File: config.mk
export PLATFORM = sky130hd
export DESIGN_NAME = usb_nrzi_rx
export DESIGN_NICKNAME = d
export VERILOG_FILES = /design/src/rtl/usb_rx_pkg.sv /design/src/rtl/usb_rx_unstuff.sv /design/src/rtl/usb_nrzi_rx.sv
export SDC_FILE = /design/constraint.sdc
export NUM_CORES = 1
export LEC_CHECK = 0
export ABC_AREA = 1
export BUFFER_PORTS_ARGS = -buffer_cell sky130_fd_sc_hd__buf_2
export CORE_MARGIN = 8
export CORE_UTILIZATION = 45
export CTS_BUF_LIST = sky130_fd_sc_hd__clkbuf_2 sky130_fd_sc_hd__clkbuf_4 sky130_fd_sc_hd__clkbuf_8
export CTS_CLUSTER_DIAMETER = 80
export CTS_CLUSTER_SIZE = 16
export DETAILED_ROUTE_END_ITERATION = 7
export HOLD_SLACK_MARGIN = 0.15
export SYNTH_ARGS = -nofsm -noshare
export SYNTH_HDL_FRONTEND = slang
export SYNTH_SLANG_ARGS = --single-unit
File: constraint.sdc
create_clock -name clk -period 3.8 [get_ports clk]
set_input_delay 0.38 -clock clk [delete_from_list [all_inputs] [get_ports clk]]
set_output_delay 0.38 -clock clk [all_outputs]
set_load 0.005 [all_outputs]
File: src/rtl/usb_rx_pkg.sv
// Shared types and constants for the USB 1.0 NRZI receive path.
package usb_rx_pkg;

  typedef enum logic [1:0] {
    J,
    K,
    SE0,
    SE1
  } line_t;

  typedef enum logic [2:0] {
    IDLE,
    SYNC,
    DATA,
    EOP,
    ERR
  } rx_state_t;

  localparam int unsigned SYNC_LEN   = 8;
  localparam int unsigned SYNC_CNT_W = $clog2(SYNC_LEN);

  // SYNC as decoded bits, LSB received first: seven 0s then a 1
  localparam logic [SYNC_LEN-1:0] SYNC_PATTERN = 8'b1000_0000;

  // Map the sampled D+/D- pair onto a line class
  function automatic line_t classify_line(input logic dp, input logic dm);
    line_t cls;
    case ({dp, dm})
      2'b10:   cls = J;
      2'b01:   cls = K;
      2'b00:   cls = SE0;
      default: cls = SE1;
    endcase
    return cls;
  endfunction

endpackage

File: src/rtl/usb_rx_unstuff.sv
// Bit-unstuffing: tracks the run of decoded 1s and classifies each bit as
// kept data, a dropped stuff 0, or a stuffing violation.
module usb_rx_unstuff
  import usb_rx_pkg::*;
#(
  parameter int unsigned MAX_ONES = 6
) (
  input  logic clk,
  input  logic n_rst,
  input  logic clr,
  input  logic bit_en,
  input  logic bit_in,
  output logic keep_c,
  output logic violation_c
);

  localparam int unsigned ONES_W = $clog2(MAX_ONES + 1);

  logic [ONES_W-1:0] ones_q;
  logic              at_max_c;

  // After MAX_ONES 1s the next bit must be a stuffed 0
  assign at_max_c    = (ones_q == ONES_W'(MAX_ONES));
  assign keep_c      = bit_en & ~at_max_c;
  assign violation_c = bit_en & at_max_c & bit_in;

  // Ones-run counter; a 0 or a consumed stuff bit restarts the run
  always_ff @(posedge clk or negedge n_rst) begin
    if (!n_rst) begin
      ones_q <= '0;
    end else if (clr) begin
      ones_q <= '0;
    end else if (bit_en) begin
      if (at_max_c || !bit_in) begin
        ones_q <= '0;
      end else begin
        ones_q <= ones_q + ONES_W'(1);
      end
    end
  end

endmodule

File: src/rtl/usb_nrzi_rx.sv
// USB 1.0 receive decoder: NRZI decode, unstuffing, SYNC qualification,
// byte assembly and EOP/error detection.
// Build option: define USB_RX_SYNC_CHECK_EN to qualify the SYNC field;
// without it the K that leaves IDLE starts the data stream directly.
module usb_nrzi_rx
  import usb_rx_pkg::*;
#(
  parameter int unsigned MAX_ONES    = 6,
  parameter int unsigned EOP_SE0_LEN = 2,
  parameter int unsigned DATA_W      = 8
) (
  input  logic              clk,
  input  logic              n_rst,
  input  logic              dp_in,
  input  logic              dm_in,
  input  logic              sample_en,
  input  logic              restart,
  output logic              bit_out,
  output logic              bit_valid,
  output logic [DATA_W-1:0] byte_out,
  output logic              byte_valid,
  output logic              end_packet,
  output logic              error,
  output logic              stuff_error,
  output logic              busy
);

  localparam int unsigned BIT_W = $clog2(DATA_W);
  localparam int unsigned SE0_W = $clog2(EOP_SE0_LEN + 1);

  rx_state_t         state_q, state_d;
  line_t             line_c, prev_q, prev_d;
  logic [BIT_W-1:0]  bit_cnt_q, bit_cnt_d;
  logic [SE0_W-1:0]  se0_cnt_q, se0_cnt_d;
  logic [DATA_W-1:0] word_q, word_d, word_shift_c;
`ifdef USB_RX_SYNC_CHECK_EN
  logic [SYNC_CNT_W-1:0] sync_cnt_q, sync_cnt_d;
`endif

  logic              step_c, is_jk_c, dbit_c, data_bit_c;
  logic              keep_c, viol_c, ones_clr_c, word_done_c, eop_ok_c;
  logic              bit_out_d, bit_valid_d, byte_valid_d, end_packet_d, stuff_error_d;
  logic [DATA_W-1:0] byte_out_d;

  // Line classification and NRZI decode against the last J/K level
  assign line_c       = classify_line(dp_in, dm_in);
  assign step_c       = sample_en & ~restart;
  assign is_jk_c      = (line_c == J) | (line_c == K);
  assign dbit_c       = (line_c == prev_q);
  assign word_shift_c = {dbit_c, word_q[DATA_W-1:1]};

`ifdef USB_RX_SYNC_CHECK_EN
  assign data_bit_c = step_c & is_jk_c & (state_q == DATA);
`else
  // The K leaving IDLE is itself the first data bit
  assign data_bit_c = step_c & is_jk_c &
                      ((state_q == DATA) | ((state_q == IDLE) & (line_c == K)));
`endif

  // No data bits flow in SYNC or EOP, so the ones run is reset there
  assign ones_clr_c = restart | (step_c & ((state_q == SYNC) | (state_q == EOP)));

  usb_rx_unstuff #(
    .MAX_ONES (MAX_ONES)
  ) u_unstuff (
    .clk         (clk),
    .n_rst       (n_rst),
    .clr         (ones_clr_c),
    .bit_en      (data_bit_c),
    .bit_in      (dbit_c),
    .keep_c      (keep_c),
    .violation_c (viol_c)
  );

  assign word_done_c = keep_c & (bit_cnt_q == BIT_W'(DATA_W - 1));
  assign eop_ok_c    = step_c & (state_q == EOP) & (line_c == J) &
                       (se0_cnt_q >= SE0_W'(EOP_SE0_LEN)) & (bit_cnt_q == '0);

  // State and datapath registers
  always_ff @(posedge clk or negedge n_rst) begin
    if (!n_rst) begin
      state_q    <= IDLE;
      prev_q     <= J;
      bit_cnt_q  <= '0;
      se0_cnt_q  <= '0;
      word_q     <= '0;
`ifdef USB_RX_SYNC_CHECK_EN
      sync_cnt_q <= '0;
`endif
    end else begin
      state_q    <= state_d;
      prev_q     <= prev_d;
      bit_cnt_q  <= bit_cnt_d;
      se0_cnt_q  <= se0_cnt_d;
      word_q     <= word_d;
`ifdef USB_RX_SYNC_CHECK_EN
      sync_cnt_q <= sync_cnt_d;
`endif
    end
  end

  // Next state and datapath; everything holds between strobes
  always_comb begin
    state_d    = state_q;
    prev_d     = prev_q;
    bit_cnt_d  = bit_cnt_q;
    se0_cnt_d  = se0_cnt_q;
    word_d     = word_q;
`ifdef USB_RX_SYNC_CHECK_EN
    sync_cnt_d = sync_cnt_q;
`endif
    if (restart) begin
      state_d    = IDLE;
      prev_d     = J;
      bit_cnt_d  = '0;
      se0_cnt_d  = '0;
      word_d     = '0;
`ifdef USB_RX_SYNC_CHECK_EN
      sync_cnt_d = '0;
`endif
    end else if (sample_en) begin
      if (is_jk_c) begin
        prev_d = line_c;
      end
      if (keep_c) begin
        word_d    = word_shift_c;
        bit_cnt_d = word_done_c ? '0 : bit_cnt_q + BIT_W'(1);
      end
      case (state_q)
        IDLE: begin
          if (line_c == K) begin
`ifdef USB_RX_SYNC_CHECK_EN
            state_d    = (dbit_c == SYNC_PATTERN[0]) ? SYNC : ERR;
            sync_cnt_d = SYNC_CNT_W'(1);
`else
            state_d    = DATA;
`endif
          end
        end
`ifdef USB_RX_SYNC_CHECK_EN
        SYNC: begin
          if (!is_jk_c || (dbit_c != SYNC_PATTERN[sync_cnt_q])) begin
            state_d = ERR;
          end else if (sync_cnt_q == SYNC_CNT_W'(SYNC_LEN - 1)) begin
            state_d    = DATA;
            sync_cnt_d = '0;
            bit_cnt_d  = '0;
            word_d     = '0;
          end else begin
            sync_cnt_d = sync_cnt_q + SYNC_CNT_W'(1);
          end
        end
`endif
        DATA: begin
          if (line_c == SE0) begin
            state_d   = EOP;
            se0_cnt_d = SE0_W'(1);
          end else if (line_c == SE1 || viol_c) begin
            state_d = ERR;
          end
        end
        EOP: begin
          if (line_c == SE0) begin
            if (se0_cnt_q < SE0_W'(EOP_SE0_LEN)) begin
              se0_cnt_d = se0_cnt_q + SE0_W'(1);
            end
          end else if (eop_ok_c) begin
            state_d   = IDLE;
            se0_cnt_d = '0;
          end else begin
            state_d = ERR;
          end
        end
        default: ;
      endcase
    end
  end

  // Next values of the registered outputs
  always_comb begin
    bit_out_d     = bit_out;
    bit_valid_d   = 1'b0;
    byte_out_d    = byte_out;
    byte_valid_d  = 1'b0;
    end_packet_d  = 1'b0;
    stuff_error_d = stuff_error;
    if (restart) begin
      bit_out_d     = 1'b0;
      byte_out_d    = '0;
      stuff_error_d = 1'b0;
    end else begin
      if (keep_c) begin
        bit_valid_d = 1'b1;
        bit_out_d   = dbit_c;
      end
      if (word_done_c) begin
        byte_valid_d = 1'b1;
        byte_out_d   = word_shift_c;
      end
      if (eop_ok_c) begin
        end_packet_d = 1'b1;
      end
      if (viol_c) begin
        stuff_error_d = 1'b1;
      end
    end
  end

  // Output registers
  always_ff @(posedge clk or negedge n_rst) begin
    if (!n_rst) begin
      bit_out     <= 1'b0;
      bit_valid   <= 1'b0;
      byte_out    <= '0;
      byte_valid  <= 1'b0;
      end_packet  <= 1'b0;
      error       <= 1'b0;
      stuff_error <= 1'b0;
      busy        <= 1'b0;
    end else begin
      bit_out     <= bit_out_d;
      bit_valid   <= bit_valid_d;
      byte_out    <= byte_out_d;
      byte_valid  <= byte_valid_d;
      end_packet  <= end_packet_d;
      error       <= (state_d == ERR);
      stuff_error <= stuff_error_d;
      busy        <= (state_d != IDLE);
    end
  end

endmodule

==> metrics.cfg <==
[cts]
tritoncts = done
clock_sinks = 35
postCtsSetupRepairBufs = 0
cts_buffers = 5
clockRootBuffer = clkbuf_8
path_clk_slew_ps = 70
cts_hold_buf = 0
clockBufferDepth = 2
clk_latency_ps = 280
cts_resized = 0
htreeDepth = 2

[setup_path]
r2r_setup_slack_ps = 2180
crit_type = register to register
reg2reg_from = state_q[0]
critPathMaxFanout = 12
cp_data_arrival_time_ps = 1790
required_ps = 3980
end_kind = register
cp-start-kind = register
cp-startpoint = state_q[0]
worstRegToRegCells = 8
worst_r2r_endpoint = bit_cnt_q[2]

[timing]
worst_slew_margin_rel_pct = 48.4
setup_ws_ps = 2180
hold_viol_final = 0
skew_ps = 6.08
worst-slew-pin-transition_ps = 775
clock.fmax_ghz = 0.619
fin_tns_setup_ps = 0
slew_viol_final = 0
rsz0062_at_grt = no
min_period_ps = 1620
fin_crit_sh_pct = 42.5
setup_violations = 0

[floorplanning]
dieArea_um2 = 6080
die_w_um = 77.9
fp-row-count = 22
io_pins = 21
core_um2 = 3690
die_h_um = 77.9
start_util_pct = 46.8

[outcome]
status = complete, no violations

[place]
globalplace.congestion = 0.813
hpwl_um = 2650
port-buffer-count = 20
pre_cts_ws_ps = 1910

[power]
clkPwrFrac_pct = 36.1
fin_total_pwr_mw = 0.743
internal_power_mw = 0.552
ir_worst_vdd_mv = 0.160
power_density_nw_per_um2 = 378
p_seq_share_pct = 52.9
sw_frac_of_total_pct = 25.7
pwr-share-comb_pct = 11.0
leakage_nw = 1.01
p_switching_mw = 0.191

[cells_and_area]
synthToLayoutAreaGrowth_pct = 13.6
fillers = 354
diodes = 0
final_nets = 239
drive_gt1_share_pct = 19.7

[global_routing]
track_usage_pct = 12.4
grt_max_degree = 36
grt_pass1_wl_um = 6110
grt_antenna_before_repair = 0
overflow = 0
grt_pass1_vias = 1376

[synth]
yosys_warnings = 0
avgSynthCellArea_um2 = 8.72
synth_area_um2 = 1730
ys_ff_latch = 35
yosysTopAreaCell = dfrtp_1
syn_inst = 198
synth_top_area_share_pct = 50.7
synth.distinct_cells = 26
synthesis.nets = 214
synth_area_leaders = dfrtp_1 (51%), nand2_1 (8.9%), ha_1 (7.2%), o21ai_0 (6.4%), inv_1 (6.3%)
ys_seq_area_share_pct = 50.7

[drt]
finalWirelength_um = 3510
dr.first_iter.drc_count = 70
drt-wirelength-per-cell_um = 12.9
dr_total_vias = 1377
drtAntennaViolNets = 0
drc = 0
first_pass_iters = 4
vias_per_cell = 5.08

[min_path]
hold_class = primary input to async pin

[job]
maxCapViolations = 0

[stage by stage]
step           cell area (µm²)  instances  util, %  hold WS, ps
5_1_grt                   1960        271     53.2          236
2_1_floorplan             1730        198        -         84.4
6_report                  1960        271     53.2          171
3_3_place_gp              1870        264     50.8          451
4_1_cts                   1960        271     53.2          198
3_5_place_dp              1870        264     50.8          461
[layout by cell type, fill, tap and decap left out, types with 2 or more instances in the layout]
master	netlist	routed
ha_1	10	10
nand2_1	41	41
nor2_2	3	3
nor3_1	2	2
nand2_2	2	2
o211ai_1	2	2
nand3_1	10	10
dfrtp_1	35	35
o21ai_0	22	22
buf_2	0	20
nor2_1	11	11
nand3_2	3	3
inv_2	4	4
clkinv_1	2	2
o22ai_1	2	2
clkbuf_8	0	6
a21oi_1	10	10
inv_1	29	29
[cells in the mapped netlist]
| library cell | n |
|---|---|
| clkbuf_2 | 1 |
| a21oi_4 | 1 |
| inv_1 | 29 |
| dfrtp_1 | 35 |
| o211ai_1 | 2 |
| nor3_2 | 1 |
| nand3_2 | 3 |
| o21ai_0 | 22 |
| ha_1 | 10 |
| clkinv_1 | 2 |
| nor4_1 | 1 |
| nor2_2 | 3 |
| a21oi_1 | 10 |
| nor2_4 | 1 |
| nand3_1 | 10 |
| or2_2 | 1 |
| o31ai_2 | 1 |
| inv_2 | 4 |
| buf_4 | 1 |
| o21a_1 | 1 |
| o22ai_1 | 2 |
| nand2_2 | 2 |
| nor3_1 | 2 |
| nor2_1 | 11 |
| o31ai_1 | 1 |
| nand2_1 | 41 |
[final cells by class]
type / instances / area [µm²] / share of cell area [%]
Timing Repair Buffer: 20 / 100 / 5.10
Clock buffer: 6 / 82.6 / 4.21
Inverter: 35 / 131 / 6.70
Tap cell: 48 / 60.1 / 3.06
Sequential cell: 35 / 876 / 44.6
Clock inverter: 1 / 5.00 / 0.255
Multi-Input combinational cell: 126 / 707 / 36.0
[routing by layer]
| metal | track usage, % | vias to the layer above | share of wire [%] |
|---|---|---|---|
| li1 | - | 681 | - |
| met1 | 13.5 | 660 | 44 |
| met2 | 22.1 | 31 | 50 |
| met3 | 4.26 | 5 | 5.2 |
| met4 | 3.89 | 0 | 1.4 |
| met5 | 0 | - | 0 |
[worst max-delay path by stage]
stage | to | slack [ps] | cells past startpoint
floorplan | busy | 2230 | 14
global placement | busy | 1970 | 15
detailed placement | error | 1910 | 16
CTS | bit_cnt_q[2] | 2180 | 8
global route | error | 1970 | 16
finish | bit_cnt_q[2] | 2180 | 8
[critical path, cell delays in order (launching register included)]
cell and delay (ps):
dfrtp_1 430, nor2_1 170, nand3_2 120, a21oi_4 190
nand2_2 110, nand2_1 270, inv_1 100, nand2_1 70
nand2_1 50
[power by group through the flow]
stage                     clock network (mW)  logic (mW)  registers, mW
after CTS                              0.277      0.0827          0.393
after detailed placement                   0      0.0823          0.400
after global placement                     0      0.0786          0.399
after global routing                   0.292      0.0953          0.394
final                                  0.268      0.0819          0.393
after floorplan                            0      0.0551          0.398
[registers in the layout, summed over array words and instances (netlist names)]
register	flops
se0_cnt_q	2
prev_q	2
bit_out	1
word_q	7
state_q	3
error	1
busy	1
byte_valid	1
stuff_error	1
end_packet	1
u_unstuff.ones_q	3
bit_valid	1
byte_out	8
bit_cnt_q	3
[logic make-up (layout without fill, tap and decap cells)]
group / count (synthesis) / in the layout / share of synthesized area [%]
and+or+nand+nor: 76 / 76 / 20.3
AOI/OAI and AO/OA: 40 / 40 / 13.4
buffers and inverters: 37 / 62 / 8.33
DFF: 35 / 35 / 50.7
adders and majority gates: 10 / 10 / 7.25
Power figures use the tool's default switching activity.
